===== src/rtl/iic_pll_apb_master.sv =====
// APB initiator for the iic_pll dynamic-reconfiguration port.
// Accepts one command at a time, runs a single SETUP/ACCESS transfer with a
// timeout, and returns a one-cycle response pulse carrying read data and an
// error flag.
// Optional feature: define IIC_PLL_LOCK_WAIT_EN to wait for PLL relock after
// each successful write before responding.
module iic_pll_apb_master #(
   parameter int unsigned ADDR_W        = 5,
   parameter int unsigned DATA_W        = 16,
   parameter int unsigned TIMEOUT_CYC   = 255,
   parameter int unsigned LOCK_WAIT_CYC = 4095
) (
   input  logic              apb_clk,
   input  logic              rst,
   input  logic              cmd_valid,
   output logic              cmd_ready,
   input  logic              cmd_write,
   input  logic [ADDR_W-1:0] cmd_addr,
   input  logic [DATA_W-1:0] cmd_wdata,
   output logic              rsp_valid,
   output logic [DATA_W-1:0] rsp_rdata,
   output logic              rsp_err,
   output logic              busy,
   output logic [ADDR_W-1:0] apb_addr,
   output logic              apb_sel,
   output logic              apb_en,
   output logic              apb_write,
   output logic [DATA_W-1:0] apb_wdata,
   input  logic [DATA_W-1:0] apb_rdata,
   input  logic              apb_ready,
   input  logic              lock
);

`ifdef IIC_PLL_LOCK_WAIT_EN
   typedef enum logic [2:0] {StIdle, StSetup, StAccess, StResp, StLockWait} state_e;
`else
   typedef enum logic [2:0] {StIdle, StSetup, StAccess, StResp} state_e;
`endif

   localparam logic [15:0] TmoLimit = 16'(TIMEOUT_CYC);

   state_e      state;
   logic [15:0] tmo_cnt;
   logic [15:0] tmo_next;
   logic        lock_s1;
   logic        lock_s;

   assign tmo_next = tmo_cnt + 16'd1;

`ifdef IIC_PLL_LOCK_WAIT_EN
   localparam logic [15:0] LockLimit = 16'(LOCK_WAIT_CYC);

   logic [15:0] lw_cnt;
   logic [15:0] lw_next;
   logic [2:0]  run_cnt;
   logic [2:0]  run_next;

   assign lw_next = lw_cnt + 16'd1;

   // Consecutive-cycles-locked counter, saturating at 4.
   always_comb begin
      run_next = 3'd0;
      if (lock_s) begin
         run_next = (run_cnt == 3'd4) ? 3'd4 : run_cnt + 3'd1;
      end
   end
`else
   // Lock is synchronised but not consumed in this build.
   logic unused_lock;
   assign unused_lock = lock_s | (LOCK_WAIT_CYC == 32'd0);
`endif

   // Two-flop synchroniser for the asynchronous PLL lock.
   always_ff @(posedge apb_clk) begin
      if (rst) begin
         lock_s1 <= 1'b0;
         lock_s  <= 1'b0;
      end else begin
         lock_s1 <= lock;
         lock_s  <= lock_s1;
      end
   end

   // Transfer FSM with all outputs registered.
   always_ff @(posedge apb_clk) begin
      if (rst) begin
         state     <= StIdle;
         cmd_ready <= 1'b1;
         busy      <= 1'b0;
         rsp_valid <= 1'b0;
         rsp_rdata <= '0;
         rsp_err   <= 1'b0;
         apb_sel   <= 1'b0;
         apb_en    <= 1'b0;
         apb_write <= 1'b0;
         apb_addr  <= '0;
         apb_wdata <= '0;
         tmo_cnt   <= '0;
`ifdef IIC_PLL_LOCK_WAIT_EN
         lw_cnt    <= '0;
         run_cnt   <= '0;
`endif
      end else begin
         rsp_valid <= 1'b0;
         unique case (state)
            StIdle: begin
               if (cmd_valid && cmd_ready) begin
                  apb_write <= cmd_write;
                  apb_addr  <= cmd_addr;
                  apb_wdata <= cmd_wdata;
                  apb_sel   <= 1'b1;
                  cmd_ready <= 1'b0;
                  busy      <= 1'b1;
                  tmo_cnt   <= '0;
                  state     <= StSetup;
               end
            end
            StSetup: begin
               apb_en <= 1'b1;
               state  <= StAccess;
            end
            StAccess: begin
               tmo_cnt <= tmo_next;
               // Ready takes priority over a timeout on the same edge.
               if (apb_ready) begin
                  apb_sel <= 1'b0;
                  apb_en  <= 1'b0;
`ifdef IIC_PLL_LOCK_WAIT_EN
                  if (apb_write) begin
                     lw_cnt  <= '0;
                     run_cnt <= '0;
                     state   <= StLockWait;
                  end else begin
                     rsp_rdata <= apb_rdata;
                     rsp_err   <= 1'b0;
                     rsp_valid <= 1'b1;
                     state     <= StResp;
                  end
`else
                  rsp_rdata <= apb_write ? '0 : apb_rdata;
                  rsp_err   <= 1'b0;
                  rsp_valid <= 1'b1;
                  state     <= StResp;
`endif
               end else if (tmo_next == TmoLimit) begin
                  apb_sel   <= 1'b0;
                  apb_en    <= 1'b0;
                  rsp_rdata <= '0;
                  rsp_err   <= 1'b1;
                  rsp_valid <= 1'b1;
                  state     <= StResp;
               end
            end
            StResp: begin
               cmd_ready <= 1'b1;
               busy      <= 1'b0;
               state     <= StIdle;
            end
`ifdef IIC_PLL_LOCK_WAIT_EN
            StLockWait: begin
               lw_cnt  <= lw_next;
               run_cnt <= run_next;
               if (run_next == 3'd4) begin
                  rsp_rdata <= '0;
                  rsp_err   <= 1'b0;
                  rsp_valid <= 1'b1;
                  state     <= StResp;
               end else if (lw_next == LockLimit) begin
                  rsp_rdata <= '0;
                  rsp_err   <= 1'b1;
                  rsp_valid <= 1'b1;
                  state     <= StResp;
               end
            end
`endif
            default: begin
               apb_sel   <= 1'b0;
               apb_en    <= 1'b0;
               cmd_ready <= 1'b1;
               busy      <= 1'b0;
               state     <= StIdle;
            end
         endcase
      end
   end

endmodule


===== config.mk =====
export PLATFORM = sky130hd
export DESIGN_NAME = iic_pll_apb_master
export DESIGN_NICKNAME = d
export VERILOG_FILES = /design/src/rtl/iic_pll_apb_master.sv
export SDC_FILE = /design/constraint.sdc
export NUM_CORES = 1
export LEC_CHECK = 0
export ABC_AREA = 1
export BUFFER_PORTS_ARGS = -buffer_cell sky130_fd_sc_hd__buf_2
export CELL_PAD_IN_SITES_DETAIL_PLACEMENT = 0
export CELL_PAD_IN_SITES_GLOBAL_PLACEMENT = 1
export CORE_MARGIN = 8
export CORE_UTILIZATION = 36
export CTS_CLUSTER_SIZE = 24
export DETAILED_ROUTE_END_ITERATION = 10
export PLACE_DENSITY_LB_ADDON = 0.1
export SLEW_MARGIN = 0
export SYNTH_ARGS = -nofsm -noshare
export SYNTH_HDL_FRONTEND = slang
export SYNTH_SLANG_ARGS = --single-unit
export TNS_END_PERCENT = 1

===== constraint.sdc =====
create_clock -name apb_clk -period 2.57 [get_ports apb_clk]
set_input_delay 0.257 -clock apb_clk [delete_from_list [all_inputs] [get_ports apb_clk]]
set_output_delay 0.257 -clock apb_clk [all_outputs]
set_load 0.03 [all_outputs]

==> impl_metrics.toml, run 1 <==
[run_status]
status = "completed"

[grt]
grtUsageMet3_pct = 4.933
antenna_found_initial = 0
grt_pass1_vias = 2792
grt_util_met1_pct = 15.97
use_met2_pct = 22.75
grt_pass1_wl_um = 12940
grtUsageTotal_pct = 13.83
grt_overflow_total = 0
grt_max_degree = 41
busiest_layer = "met2"

[timing]
hold_viol = 0
setup_violations = 0
max_freq_mhz = 464.6
fin_skew_ps = 10.49
rsz0062_at_grt = "no"
slew_headroom_pct = 51.11
tightest_slew_ps = 732.5
tns_ps = 0
period_share_pct = 83.74
period_needed_ps = 2152
slew_violations = 0

[synthesis]
synth_cell_type_count = 25
synthFlopType = "dfxtp_1"
netlist_area_um2 = 2888
synth-xor-area-share_pct = 0.3033
async_flop_share_pct = 0
yosys.area.top_type = "dfxtp_1"
yosys_warnings = 0
mappedNetlistNets = 451
synth_compound_area_share_pct = 13.39
synth_area_leaders = "dfxtp_1 (43%), nand2_1 (18%), a21oi_1 (7.3%), nand3_1 (4.9%), inv_1 (4.7%)"
synth-seq-cells = 62
syn_avg_cell_area_um2 = 7.184
synth_top_family_by_area = "simple AND/OR/NAND/NOR gates"
synth-adder-area-share_pct = 2.600
synth_edf_count = 0
netlist_instances = 402
synth_top_area_share_pct = 42.98
ys_seq_area_share_pct = 42.98
yosys.area_share.simple_pct = 33.45
synth_mux_area_share_pct = 0

[cells_and_area]
design_area_um2 = 3601
nets = 537
drive_above_1_share_pct = 27.99
final_common_cell = "nand2_1"
layout_common_cells = "nand2_1 (137), buf_2 (85), dfxtp_1 (62)"
n_antenna_cell = 0
final_cells = 595
synthToLayoutAreaGrowth_pct = 24.70

[pwr]
total_power_uw = 3011
p_sw_share_pct = 39.04
p_leak_uw = 0.001583
p_sw_uw = 1176
seq_power_share_pct = 38.6
powerDensity_nw_per_um2 = 836.2
p_int_uw = 1835
clockPowerShare_pct = 28.0
ir_drop_v = 0.0003701
combinationalPowerShare_pct = 33.4

[place]
dp_hpwl_um = 5478
dp.cells = 579
place_congestion = 0.7678
place_area_um2 = 3411
io_buffers = 85

[detailed_routing]
routed_wl_um = 7478
first_pass_iters = 4
viasPerCell = 4.627
remaining_drc_errors = 0
via_count = 2753
drtIter0Drc = 64
routedWlPerCell_um = 12.57
antenna_left = 0

[clock_tree]
clkSinkCount = 62
cts_made_buffers = 9
root_buffer = "clkbuf_8"
clk_path_buf_depth = 2
cts_resized = 0
clk_pin_slew_ps = 70
cts_tree = "done"
clkLatencyLatePin_ps = 330
cts_setup_buffers = 0
h-tree-depth = 3
hold_buffers = 0

[run]
drv_cap = 0

[worst_hold_path]
hold_class = "input pin to register"
min_from = "cmd_wdata[12]"
min_to = "apb_wdata[12]$_SDFFE_PP0P_"
hold-path-cell-count = 3

[die]
start_util_pct = 37.18
rows = 32
io_pins = 87
die_h_um = 105.6
die_w_um = 105.6
design.core.area_um2 = 7767
dieArea_um2 = 11140

[critical_path]
reg2reg_depth = 11
crit_type = "register to register"
reg2reg_from = "tmo_cnt[0]$_SDFFE_PP0P_"
endpoint_kind = "register"
timing.rr.end = "rsp_rdata[15]$_SDFFE_PP0P_"
rrSetupSlack_ps = 420
start_kind = "register"
worstPathMaxFanout = 17
required_ps = 2830
critPathArrivalTime_ps = 2410
worst max-delay path by stage:
stage / from / end / cells after the start
floorplan: tmo_cnt[1]$_SDFFE_PP0P_ / rsp_rdata[2]$_SDFFE_PP0P_ / 13
global route: tmo_cnt[0]$_SDFFE_PP0P_ / rsp_rdata[15]$_SDFFE_PP0P_ / 11
detailed placement: tmo_cnt[0]$_SDFFE_PP0P_ / rsp_rdata[15]$_SDFFE_PP0P_ / 11
global placement: tmo_cnt[0]$_SDFFE_PP0P_ / rsp_rdata[12]$_SDFFE_PP0P_ / 11
CTS: tmo_cnt[0]$_SDFFE_PP0P_ / rsp_rdata[0]$_SDFFE_PP0P_ / 11
finish: tmo_cnt[0]$_SDFFE_PP0P_ / rsp_rdata[15]$_SDFFE_PP0P_ / 11
stage by stage:
stage	setup slack (ps)	hold WS, ps	utilization, %
4_1_cts	377.1	147.0	46.36
5_1_grt	78.30	150.2	46.36
3_3_place_gp	426.2	446.4	43.91
2_1_floorplan	730.8	400.7	-
3_5_place_dp	395.5	451.5	43.91
6_report	417.8	160.9	46.36
sequential cells by signal, indices dropped and copies added, names as in the netlist, 2 cells and up:
register / count
apb_wdata: 16
rsp_rdata: 16
tmo_cnt: 16
apb_addr: 5
state: 2
critical path, stage by stage (launching register included):
cell	delay (ps)
dfxtp_1	410
ha_1	220
nand3_1	110
nor2_1	200
nand4_1	140
nand2_1	100
nand2_1	50
nor2_1	150
nand3_2	120
nand2_2	120
nand3_4	230
o21ai_0	220
Yosys cell counts, drive strengths merged (2+ instances only):
| cell | count |
|---|---|
| nand2 | 141 |
| buf | 4 |
| o21ai | 25 |
| dfxtp | 62 |
| nand3 | 39 |
| or2 | 2 |
| ha | 6 |
| clkbuf | 12 |
| inv | 36 |
| nand4 | 6 |
| a21oi | 43 |
| nor2 | 23 |
layer usage:
layer | wire length [um] | share of wire, %
met5 | 0 | 0
met4 | 99 | 1.3
met3 | 502 | 6.7
met2 | 3534 | 47
met1 | 3342 | 45
power by group through the flow:
stage	registers [uW]	logic [uW]	clock network (uW)
final	1160	1010	842
after global routing	1180	1130	925
after CTS	1160	1030	878
after detailed placement	1180	1030	0
after global placement	1180	1030	0
after floorplan	1400	507	0
final cells by class:
cell class | count | area, um^2
Tap cell | 102 | 127.6
Fill cell | 846 | 4167
Clock inverter | 5 | 58.81
Inverter | 36 | 135.1
Clock buffer | 11 | 131.4
Multi-Input combinational cell | 288 | 1436
Sequential cell | 62 | 1241
Timing Repair Buffer | 91 | 470.5
logic make-up (layout without fill, tap and decap cells):
| family | Yosys count | in the layout |
|---|---|---|
| and+or+nand+nor | 212 | 212 |
| AOI/OAI and AO/OA | 69 | 69 |
| DFF | 62 | 62 |
| buffers and inverters | 52 | 143 |
| adders and majority gates | 6 | 6 |
| xor gates and xnor gates | 1 | 1 |
Note: power is estimated with default switching activity, not from simulation.
==> inputs of run 2 (changes only) <==
- clock period: 2.57 -> 2.2 ns (I/O delays scaled with it)
==> run 2 against run 1 <==
Effect of this change:
- total power is 19% higher
- highest routed layer unchanged
- worst hold slack worse by 44 ps
- routed wire length is 1.1% higher
==> impl_metrics.toml, run 2 (same netlist as run 1, synthesis figures left out) <==
[worst_hold_path]
min_from = "cmd_wdata[2]"
hold-path-cell-count = 3
hold_class = "input pin to register"
min_to = "apb_wdata[2]$_SDFFE_PP0P_"

[grt]
antenna_found_initial = 0
grt_overflow_total = 0
grt_pass1_vias = 2789
grt_pass1_wl_um = 12990
grt_max_degree = 41
grtUsageTotal_pct = 14.06

[cells_and_area]
reg.largest.list = "apb_wdata: 16 flops, rsp_rdata: 16 flops, tmo_cnt: 16 flops"
nets = 543
synthToLayoutAreaGrowth_pct = 27.60
design_area_um2 = 3685
layout_common_cells = "nand2_1 (137), buf_2 (85), dfxtp_1 (62)"
n_antenna_cell = 0
num-fill-cells = 863
drive_above_1_share_pct = 29.46
utilization_pct = 47.44
final_common_cell = "nand2_1"
multi_input_area_um2 = 1455
ff_latch_area_um2 = 1241

[place]
dp_hpwl_um = 5561
place_congestion = 0.7709
place_worst_setup_slack_ps = 93.49
place_area_um2 = 3433
io_buffers = 85

[detailed_routing]
remaining_drc_errors = 0
routed_wl_um = 7557
viasPerCell = 4.602
drtIter0Drc = 81
antenna_left = 0
routedWlPerCell_um = 12.57
first_pass_iters = 4
via_count = 2766

[critical_path]
rrSetupSlack_ps = 120
crit_chain = "ha_2 -> nand2_2 -> nor2_4 -> nand3_1 -> nand2_1 -> nand3_1 -> nor2_2 -> nand3_2 -> nand2_4 -> nand3_4 -> buf_12 -> o21ai_2"
startpoint = "tmo_cnt[0]$_SDFFE_PP0P_"
path_buf_inv = 1
reg2reg_depth = 12
timing.critical_path.mode_cell = "nand3_1"
cp_slowest_cell = "dfxtp_1"
crit_family = "simple AND/OR/NAND/NOR gates"
start_kind = "register"
timing.rr.end = "rsp_rdata[5]$_SDFFE_PP0P_"
endpoint_kind = "register"
worstPathMaxFanout = 10
cpPeakStageDelay_ps = 340
reg2reg_from = "tmo_cnt[0]$_SDFFE_PP0P_"
required_ps = 2480
crit_type = "register to register"
critPathArrivalTime_ps = 2360

[clock_tree]
clk_path_buf_depth = 2
hold_buffers = 0
h-tree-depth = 3
cts_tree = "done"
clkLatencyLatePin_ps = 340
clkSinkCount = 62
root_buffer = "clkbuf_8"
cts_made_buffers = 9
clk_pin_slew_ps = 80

[timing]
setup_violations = 0
post-route-worst-setup-slack_ps = 119.4
slew_violations = 0
finalHoldWorstSlack_ps = 116.9
hold_viol = 0
period_share_pct = 94.57
tightest_slew_ps = 512.8
fin_skew_ps = 9.753
max_freq_mhz = 480.6
period_needed_ps = 2081
rsz0062_at_grt = "yes"
slew_headroom_pct = 65.78

[pwr]
p_leak_uw = 0.001622
powerDensity_nw_per_um2 = 973.7
ir_drop_v = 0.0004581

[die]
die_w_um = 105.6
start_util_pct = 37.18
rows = 32
io_pins = 87
design.core.area_um2 = 7767
die_h_um = 105.6
dieArea_um2 = 11140

[run_status]
status = "completed"

[run]
drv_cap = 0
[run 2: tightest hold or removal path, cell delays in order]
cell and delay, ps:
buf_2 90, nand2_1 50, a21oi_1 50
[run 2: stage by stage]
stage | total power (uW) | TNS [ps] | cells
floorplan | 2228 | 0 | 402
global placement | 2592 | 0 | 582
detailed placement | 2606 | 0 | 582
CTS | 3641 | 0 | 598
global route | 3863 | -467.3 | 601
finish | 3588 | 0 | 601
[run 2: worst max path at each step]
stage	to	slack [ps]	cells after the start
after global placement	rsp_rdata[12]$_SDFFE_PP0P_	170	11
after global routing	rsp_rdata[9]$_SDFFE_PP0P_	-50	12
after CTS	rsp_rdata[15]$_SDFFE_PP0P_	90	11
after floorplan	rsp_rdata[2]$_SDFFE_PP0P_	360	13
after detailed placement	rsp_rdata[12]$_SDFFE_PP0P_	90	11
final	rsp_rdata[5]$_SDFFE_PP0P_	120	12
[run 2: where the power goes]
| part | internal, uW | switching, uW |
|---|---|---|
| Sequential | 1270 | 80.5 |
| Clock | 533 | 473 |
| Combinational | 372 | 854 |
| Total | 2180 | 1410 |
[run 2: what timing repair did]
item,4_1_cts,5_1_grt
gates resized for setup,0,5
setup buffers,0,3
setup endpoints to repair,0,18
[run 2: layer usage]
layer | GRT usage [%] | wire length (um)
met1 | 16.06 | 3360
met3 | 6.577 | 527
met2 | 23.07 | 3603
met5 | 0 | 0
met4 | 3.920 | 65
[run 2: final cells by class]
class / instances / area share, %
multi-input combinational: 288 / 39.49
sequential: 62 / 33.68
timing repair buffer: 97 / 14.33
inverter: 36 / 3.667
clock buffer: 10 / 3.463
tap: 102 / 3.463
clock inverter: 6 / 1.902
==> inputs of run 3 (changes only) <==
- CORE_UTILIZATION: 36 -> 32
- HOLD_SLACK_MARGIN: unset -> 0.08
- clock period: 2.2 -> 1.81 ns (I/O delays scaled with it)
==> run 3 against run 2 <==
Effect of this change:
- the flow now finishes with violations (setup timing)
- largest power group is now combinational logic
- non-clock buffer count is 47 higher
- worst hold slack worse by 21 ps
- routed wire length is 12% higher
- sequential power is 22% higher
- utilization is 1.9 points higher
- clock-buffer cell count is 3 higher
==> impl_metrics.toml, run 3 (same netlist as run 1, synthesis figures left out) <==
[detailed_routing]
drtIter0Drc = 83
viasPerCell = 4.524
remaining_drc_errors = 0
wl_met3_um = 399
routed_wl_um = 8452
wl_met2_um = 3992
first_pass_iters = 4
antenna_left = 0
routed.top_layer = "met4"
routedWlPerCell_um = 12.86
wl_met1_um = 3970
via_count = 2972

[cells_and_area]
num-fill-cells = 919
reg.largest.list = "apb_wdata: 16 flops, rsp_rdata: 16 flops, tmo_cnt: 16 flops"
nets = 593
layout_common_cells = "nand2_1 (130), buf_2 (85), dfxtp_1 (54)"
n_antenna_cell = 0
final_common_cell = "nand2_1"
synthToLayoutAreaGrowth_pct = 48.96
drive_above_1_share_pct = 38.43

[grt]
grtUsageTotal_pct = 13.87
grt_overflow_total = 0
grt_pass1_wl_um = 14310
antenna_found_initial = 0
grt_max_degree = 41
grt_pass1_vias = 3012

[critical_path]
startpoint = "tmo_cnt[0]$_SDFFE_PP0P_"
reg2reg_depth = 15
reg2reg_from = "tmo_cnt[0]$_SDFFE_PP0P_"
timing.rr.end = "state[1]$_SDFFE_PP0P_"
start_kind = "register"
critPathArrivalTime_ps = 2220
required_ps = 2080
crit_type = "register to register"
endpoint_kind = "register"
rrSetupSlack_ps = -140
worstPathMaxFanout = 6

[timing]
slew_violations = 0
slew_headroom_pct = 60.03
hold_viol = 0
period_share_pct = 107.8
fin_skew_ps = 3.387
setup_violations = 22
post-route-worst-setup-slack_ps = -140.6
period_needed_ps = 1951
finalHoldWorstSlack_ps = 96.12
rsz0062_at_grt = "yes"
max_freq_mhz = 512.7
tightest_slew_ps = 598.9

[clock_tree]
clkSinkCount = 62
cts_made_buffers = 9
root_buffer = "clkbuf_8"
h-tree-depth = 3
clk_path_buf_depth = 2
clk_pin_slew_ps = 70
clkLatencyLatePin_ps = 330
cts_tree = "done"

[die]
start_util_pct = 33.11
dieArea_um2 = 12320
die_w_um = 111.0
rows = 34
io_pins = 87
design.core.area_um2 = 8721
die_h_um = 111.0

[place]
io_buffers = 85
dp_hpwl_um = 5976
place_congestion = 0.7837
place_worst_setup_slack_ps = -262.2

[pwr]
p_int_uw = 2702
ir_drop_v = 0.0005323
p_sw_share_pct = 39.62
seq_power_share_pct = 37.1
combinationalPowerShare_pct = 37.2
p_sw_uw = 1773
powerDensity_nw_per_um2 = 1040
p_leak_uw = 0.001881
clockPowerShare_pct = 25.7

[run_status]
status = "finished with violations"
violations = "setup timing"

[worst_hold_path]
min_from = "cmd_wdata[9]"
min_to = "apb_wdata[9]$_SDFFE_PP0P_"
hold-path-cell-count = 3
hold_class = "input pin to register"

[run]
drv_cap = 0
==> run 3: cell count changes in the layout (fill, tap and decap cells not counted), moves of 7 or more <==
cell and delta:
nand2_1 -7, nand3_1 -9, nand3_2 +7, buf_4 +26, dlygate4sd3_1 +20, dfxtp_1 -8
==> run 3: metrics by stage <==
stage | area [um^2] | TNS (ps) | total power, uW | utilization, % | std cells
after floorplan | 2912 | 0 | 2716 | - | 402
after global placement | 3656 | -4877 | 3230 | 41.92 | 614
after detailed placement | 3656 | -4485 | 3230 | 41.92 | 614
after CTS | 4146 | -2216 | 4497 | 47.55 | 655
after global routing | 4302 | -4857 | 4786 | 49.33 | 657
final | 4302 | -1984 | 4475 | 49.33 | 657
==> run 3: how the worst max path moves through the flow <==
| stage | endpoint | slack, ps | cells after the start |
|---|---|---|---|
| finish | state[1]$_SDFFE_PP0P_ | -140 | 15 |
| global route | state[1]$_SDFFE_PP0P_ | -290 | 15 |
| CTS | rsp_rdata[3]$_SDFFE_PP0P_ | -150 | 11 |
| detailed placement | rsp_rdata[0]$_SDFFE_PP0P_ | -260 | 11 |
| global placement | rsp_rdata[13]$_SDFFE_PP0P_ | -260 | 10 |
| floorplan | rsp_rdata[2]$_SDFFE_PP0P_ | 30 | 13 |
==> run 3: critical path: stages, from the launching register on <==
cell     delay, ps
dfxtp_4        370
ha_4           150
nand2_4         50
nor2_4         260
buf_6          150
nand2_2         50
nand2_2         90
nand2_2         60
nand3_2         80
nor2_4          50
nand3_4        110
buf_6          110
nand3_4         90
nand2_2        110
nand2_2         50
a21oi_2        120
==> run 3: area by class of cell <==
class	count	area, um^2	area share (%)
Multi-Input combinational cell	291	1657	38.51
Sequential cell	62	1256	29.20
Timing Repair Buffer	144	925.9	21.52
Clock buffer	13	168.9	3.927
Inverter	36	141.4	3.287
Tap cell	108	135.1	3.141
Clock inverter	3	17.52	0.4072
==> run 3: what timing repair did <==
| action | in CTS | in global routing |
|---|---|---|
| hold buffers | 20 | 0 |
| pin swaps | 8 | 14 |
| setup buffers | 2 | 2 |
| gates resized for setup | 18 | 39 |
| setup endpoints to repair | 38 | 51 |
| gates cloned | 3 | 0 |
| endpoints found under the hold margin | 20 | 0 |
==> run 3: routing by layer <==
metal  GRT usage, %  up-vias
met1          16.20     1326
li1               -     1586
met4          4.595        0
met5              0        -
met3          4.167        8
met2          23.49       52
==> run 3: power groups by stage <==
stage | Combinational (uW) | Sequential, uW | Clock (uW)
final | 1670 | 1660 | 1150
after global routing | 1850 | 1680 | 1250
after CTS | 1640 | 1660 | 1200
after detailed placement | 1540 | 1690 | 0
after global placement | 1550 | 1680 | 0
after floorplan | 724 | 1990 | 0
